[config.mk]
export PLATFORM = sky130hd
export DESIGN_NAME = fetch_queue
export DESIGN_NICKNAME = d
export VERILOG_FILES = /design/src/rtl/fetch_queue.sv
export SDC_FILE = /design/constraint.sdc
export NUM_CORES = 1
export LEC_CHECK = 0
export ABC_CLOCK_PERIOD_IN_PS = 3500
export BUFFER_PORTS_ARGS = -buffer_cell sky130_fd_sc_hd__buf_2
export CORE_MARGIN = 2
export CORE_UTILIZATION = 30
export DETAILED_ROUTE_END_ITERATION = 10
export GPL_TIMING_DRIVEN = 0
export PLACE_DENSITY_LB_ADDON = 0.08
export REMOVE_ABC_BUFFERS = 1
export SKIP_LAST_GASP = 1
export SLEW_MARGIN = 10
export SYNTH_ARGS = -nofsm -noshare
export SYNTH_HDL_FRONTEND = slang
export SYNTH_SLANG_ARGS = --single-unit
[constraint.sdc]
create_clock -name clk -period 3.5 [get_ports clk]
set_clock_uncertainty 0.15 [all_clocks]
set_input_delay 0 -clock clk [delete_from_list [all_inputs] [get_ports clk]]
set_output_delay 0 -clock clk [all_outputs]
set_load 0.05 [all_outputs]
[src/rtl/fetch_queue.sv]
// Instruction-fetch front end: owns the PC, issues 1-cycle-latency ROM reads and
// buffers {instr, pc} in a FIFO drained by decode over a valid/ready handshake.
module fetch_queue #(
  parameter int              PC_W     = 8,
  parameter int              INSTR_W  = 32,
  parameter int              DEPTH    = 4,
  parameter logic [PC_W-1:0] RESET_PC = '0
) (
  input  logic                       clk,
  input  logic                       reset,
  input  logic                       fetch_en,
  input  logic                       redirect_valid,
  input  logic [PC_W-1:0]            redirect_pc,
  output logic                       imem_req,
  output logic [PC_W-1:0]            imem_addr,
  input  logic [INSTR_W-1:0]         imem_rdata,
  output logic                       out_valid,
  input  logic                       out_ready,
  output logic [INSTR_W-1:0]         out_instr,
  output logic [PC_W-1:0]            out_pc,
  output logic [PC_W-1:0]            out_pc_plus1,
  output logic [$clog2(DEPTH):0]     fifo_count
);
  localparam int AW = $clog2(DEPTH);
  localparam int CW = AW + 1;

  typedef struct packed {
    logic [INSTR_W-1:0] instr;
    logic [PC_W-1:0]    pc;
  } entry_t;

  logic [PC_W-1:0] r_fetch_pc;
  logic [PC_W-1:0] r_inflight_pc;
  logic            r_inflight;
  entry_t          r_mem [DEPTH];
  logic [AW-1:0]   r_wr_ptr;
  logic [AW-1:0]   r_rd_ptr;
  logic [CW-1:0]   r_count;

  logic   w_space;
  logic   w_issue;
  logic   w_push;
  logic   w_valid;
  logic   w_pop;
  entry_t w_head;

  // Counting the in-flight read as occupied guarantees its response a free slot.
  assign w_space = (r_count + CW'(r_inflight)) < CW'(DEPTH);
  assign w_issue = fetch_en & ~redirect_valid & ~reset & w_space;
  assign w_push  = r_inflight & ~redirect_valid & ~reset;
  assign w_valid = (r_count != '0) & ~redirect_valid & ~reset;
  assign w_pop   = w_valid & out_ready;
  assign w_head  = r_mem[r_rd_ptr];

  always_ff @(posedge clk) begin
    if (reset) begin
      r_fetch_pc    <= RESET_PC;
      r_inflight    <= 1'b0;
      r_inflight_pc <= '0;
      r_wr_ptr      <= '0;
      r_rd_ptr      <= '0;
      r_count       <= '0;
    end else if (redirect_valid) begin
      r_fetch_pc <= redirect_pc;
      r_inflight <= 1'b0;
      r_wr_ptr   <= '0;
      r_rd_ptr   <= '0;
      r_count    <= '0;
    end else begin
      r_inflight <= w_issue;
      if (w_issue) begin
        r_inflight_pc <= r_fetch_pc;
        r_fetch_pc    <= r_fetch_pc + PC_W'(1);
      end
      if (w_push) r_wr_ptr <= r_wr_ptr + AW'(1);
      if (w_pop)  r_rd_ptr <= r_rd_ptr + AW'(1);
      case ({w_push, w_pop})
        2'b10:   r_count <= r_count + CW'(1);
        2'b01:   r_count <= r_count - CW'(1);
        default: r_count <= r_count;
      endcase
    end
  end

  // Storage carries no reset; occupancy is tracked solely by r_count.
  always_ff @(posedge clk) begin
    if (w_push) r_mem[r_wr_ptr] <= '{instr: imem_rdata, pc: r_inflight_pc};
  end

  assign imem_req     = w_issue;
  assign imem_addr    = r_fetch_pc;
  assign out_valid    = w_valid;
  assign out_instr    = w_valid ? w_head.instr : '0;
  assign out_pc       = w_valid ? w_head.pc : '0;
  assign out_pc_plus1 = w_valid ? w_head.pc + PC_W'(1) : '0;
  assign fifo_count   = r_count;
endmodule
==> run_results.csv <==
group,metric,value,unit
run_status,status,"complete, no violations",
die,dieArea,0.0260,sq mm
timing,layout_worst_path_cycle_share,0.903,
global_route,grt_pass1_wl,25500,um
worst_setup_path,start_kind,"flip-flop",
yosys,ys_types,37,
routing,wl_met2,8640,um
die,initial_utilization,0.306,
worst_setup_path,critPathMaxFanout,18,
worst_setup_path,path_class,"flip-flop to flip-flop",
routing,vias,4264,
routing,met1_length,7250,um
yosys,synth-seq-cells,186,
global_route,grt_max_degree,41,
power_and_ir_drop,swShare,0.206,
layout,diodes,0,
timing,finalHoldViolCount,0,
global_route,overflow,0,
power_and_ir_drop,ir_drop,232,uV
placement,port_buffers,105,
yosys,synthArstFlopShare,0,
timing,finalMaxSlewViolations,0,
layout,layout-drive-gt1-share,0.313,
routing,drt_iter0_drc,230,
clock_network,clkLatencyLatePin,0.43,ns
worst_setup_path,max_stage_delay,0.58,ns
yosys,synth.avg_cell_area,17.5,sq um
yosys,post_synth_inst_count,424,
worst_setup_path,reg2reg_slack,0.34,ns
clock_network,path_clk_slew,0.07,ns
worst_setup_path,cp-end-kind,"flip-flop",
die,die_w,161,um
worst_setup_path,crit_required,3.66,ns
timing,max_slew_margin,0.506,
placement,dpl_cell_area,0.00837,sq mm
routing,top_layer,"met4",
clock_network,cts_tree,"yes",
routing,wl_met3,759,um
power_and_ir_drop,p_leak,3.40,nW
clock_network,cts_max_level,4,
timing,grt_setup_unrepaired,"no",
worst_setup_path,crit_cells,7,
global_route,grt_usage,0.133,
power_and_ir_drop,powerDensity,471,mW/mm^2
layout,final_cell_area,0.00946,sq mm
timing,layout_min_cycle_time,3.16,ns
timing,fmax,316,MHz
worst_setup_path,arrival,3.33,ns
worst_setup_path,path_common_cell,"dlygate4sd3_1",
yosys,yosysWarnings,0,
clock_network,cts_buffers,17,
routing,wl_per_cell,18.3,um
routing,via_per_inst,4.66,
layout,final_nets,633,
yosys,synth_edf_count,160,
die,die_h,161,um
worst_setup_path,crit_slowest_cell,"dlygate4sd3_1",
routing,ant_nets,0,
timing,worstMarginPinSlew,0.741,ns
routing,drc,0,
min_path,holdPathStages,3,
routing,first_pass_iters,4,
yosys,synth_area,0.00743,sq mm
layout,syn2layout_area_growth,27.3,%
layout,multiInputGateArea,0.00199,sq mm
global_route,grt_pass1_vias,4517,
clock_network,cts_root_buf,"clkbuf_16",
global_route,antenna_found_initial,0,
yosys,synthFlopType,"edfxtp_1",
power_and_ir_drop,comb_power_share,0.042,
placement,routabilityCongestion,0.743,
power_and_ir_drop,clockPowerShare,0.414,
layout,fillCellCount,2321,
die,coreArea,0.0243,sq mm
layout,seqCellArea,0.00533,sq mm
timing,setup_tns,0,ns
yosys,yosysSeqAreaShare,0.716,
die,rows,57,
power_and_ir_drop,p_sw,0.000917,W
worst_setup_path,path_cells,"a31oi_1 > o211ai_4 > inv_2 > a22oi_1 > dlygate4sd3_1 > a21oi_1 > dlygate4sd3_1",
clock_network,clock-sinks,186,
timing,setup_viol_count_final,0,
power_and_ir_drop,p_int,0.00354,W
min_path,hold_class,"primary input to flip-flop",
clock_network,post_cts_buffers,0,
power_and_ir_drop,pwr-share-seq,0.545,
worst_setup_path,crit_buf_inv,3,
routing,wl,16800,um
die,num_io_pins,106,
power_and_ir_drop,finalPower,0.00446,W
worst_setup_path,rr_worst_depth,7,
clock_network,clock_path_buffers,2,
flow_run,drv_cap,0,
worst_setup_path,path_delay_family,"buffers and inverters",
layout,utilization,0.389,
placement,hpwlAfterDp,9730,um
[final timing paths]
| path | from | to |
|---|---|---|
| hold / removal | redirect_pc[4] | imem_addr[4]$_SDFFE_PP0P_ |
| hold reg to reg | r_inflight_pc[7]$_SDFFE_PP0P_ | r_inflight_pc[7]$_SDFFE_PP0P_ |
| setup reg to reg | r_inflight$_SDFF_PP0_ | imem_addr[1]$_SDFFE_PP0P_ |
| setup / recovery | r_inflight$_SDFF_PP0_ | imem_addr[1]$_SDFFE_PP0P_ |
[cell usage in the layout (no fill, tap or decap), drive strengths merged, types with 5 or more instances in the layout]
master / instances
dlygate4sd3: 52
clkbuf: 18
mux4: 40
dfxtp: 26
mux2i: 7
buf: 110
nand2: 25
and3: 48
xor2: 5
nor2: 15
nand3: 6
clkinv: 8
a21oi: 12
edfxtp: 160
ha: 7
inv: 12
[registers in the layout (all words and copies together), names as in the netlist, named ones only]
| register | cells |
|---|---|
| r_mem | 160 |
| imem_addr | 8 |
| r_inflight_pc | 8 |
| fifo_count | 3 |
| r_rd_ptr | 2 |
| r_wr_ptr | 2 |
| r_inflight | 1 |
[power by group through the flow]
stage,Combinational [W],Sequential [W],Clock (W)
finish,0.000187,0.00243,0.00184
global route,0.000203,0.00243,0.00199
CTS,0.000188,0.00243,0.00190
detailed placement,0.000141,0.00248,0
global placement,0.000131,0.00248,0
floorplan,0.0000463,0.00250,0
[through the flow]
| stage | setup WS [ns] | std cells | hold WS [ns] |
|---|---|---|---|
| after CTS | 0.0936 | 916 | 0.154 |
| final | 0.340 | 916 | 0.175 |
| after global placement | -2.45 | 828 | 0.0615 |
| after detailed placement | 0.872 | 833 | 0.0668 |
| after floorplan | -0.363 | 399 | -0.0809 |
| after global routing | 0.0947 | 916 | 0.174 |
[area by class of cell]
| class | count | share of cell area |
|---|---|---|
| Inverter | 9 | 0.00357 |
| Multi-Input combinational cell | 204 | 0.210 |
| Tap cell | 324 | 0.0429 |
| Timing Repair Buffer | 162 | 0.121 |
| Sequential cell | 186 | 0.564 |
| Clock inverter | 13 | 0.0134 |
| Clock buffer | 18 | 0.0454 |
[cells in the mapped netlist (all sizes together) (2+ instances only)]
cell type | n | area, sq um
nand2b | 3 | 18.8
dfxtp | 26 | 521
inv | 9 | 33.8
edfxtp | 160 | 4800
clkbuf | 16 | 60.1
mux2i | 7 | 70.1
or3 | 3 | 18.8
nor2 | 15 | 56.3
and3 | 48 | 300
or4 | 2 | 15.0
o31a | 3 | 26.3
buf | 9 | 60.1
ha | 7 | 87.6
o22ai | 3 | 18.8
nand3 | 6 | 30.0
nand4 | 3 | 18.8
a221o | 3 | 30.0
o21ai | 4 | 20.0
a21oi | 12 | 60.1
xor2 | 5 | 43.8
xnor2 | 4 | 35.0
mux4 | 40 | 912
nand2 | 25 | 93.8
nor3b | 3 | 22.5
[worst min-delay path, cell delays in order]
cell           delay (ns)
dlygate4sd3_1        0.51
buf_2                0.09
a221o_1              0.12
[kinds of logic (layout without fill, tap and decap cells)]
group,count (synthesis),after routing,synth area share
compound gates,29,29,0.0254
xor+xnor,9,9,0.0106
fa+ha+maj,8,8,0.0145
simple gates,111,111,0.0801
mux,47,47,0.132
buf+inv,34,202,0.0207
flops,186,186,0.716
[metal layers]
layer	GRT usage	vias to the layer above
met4	0.0317	0
met2	0.232	106
met5	0	-
li1	-	1990
met3	0.0362	9
met1	0.163	2159
[what timing repair did]
action / CTS / global route
resized for setup: 0 / 1
endpoints found under the setup margin: 0 / 1
hold buffers: 52 / 0
endpoints found under the hold margin: 154 / 0
No activity file was read; power rests on OpenSTA's default activity.
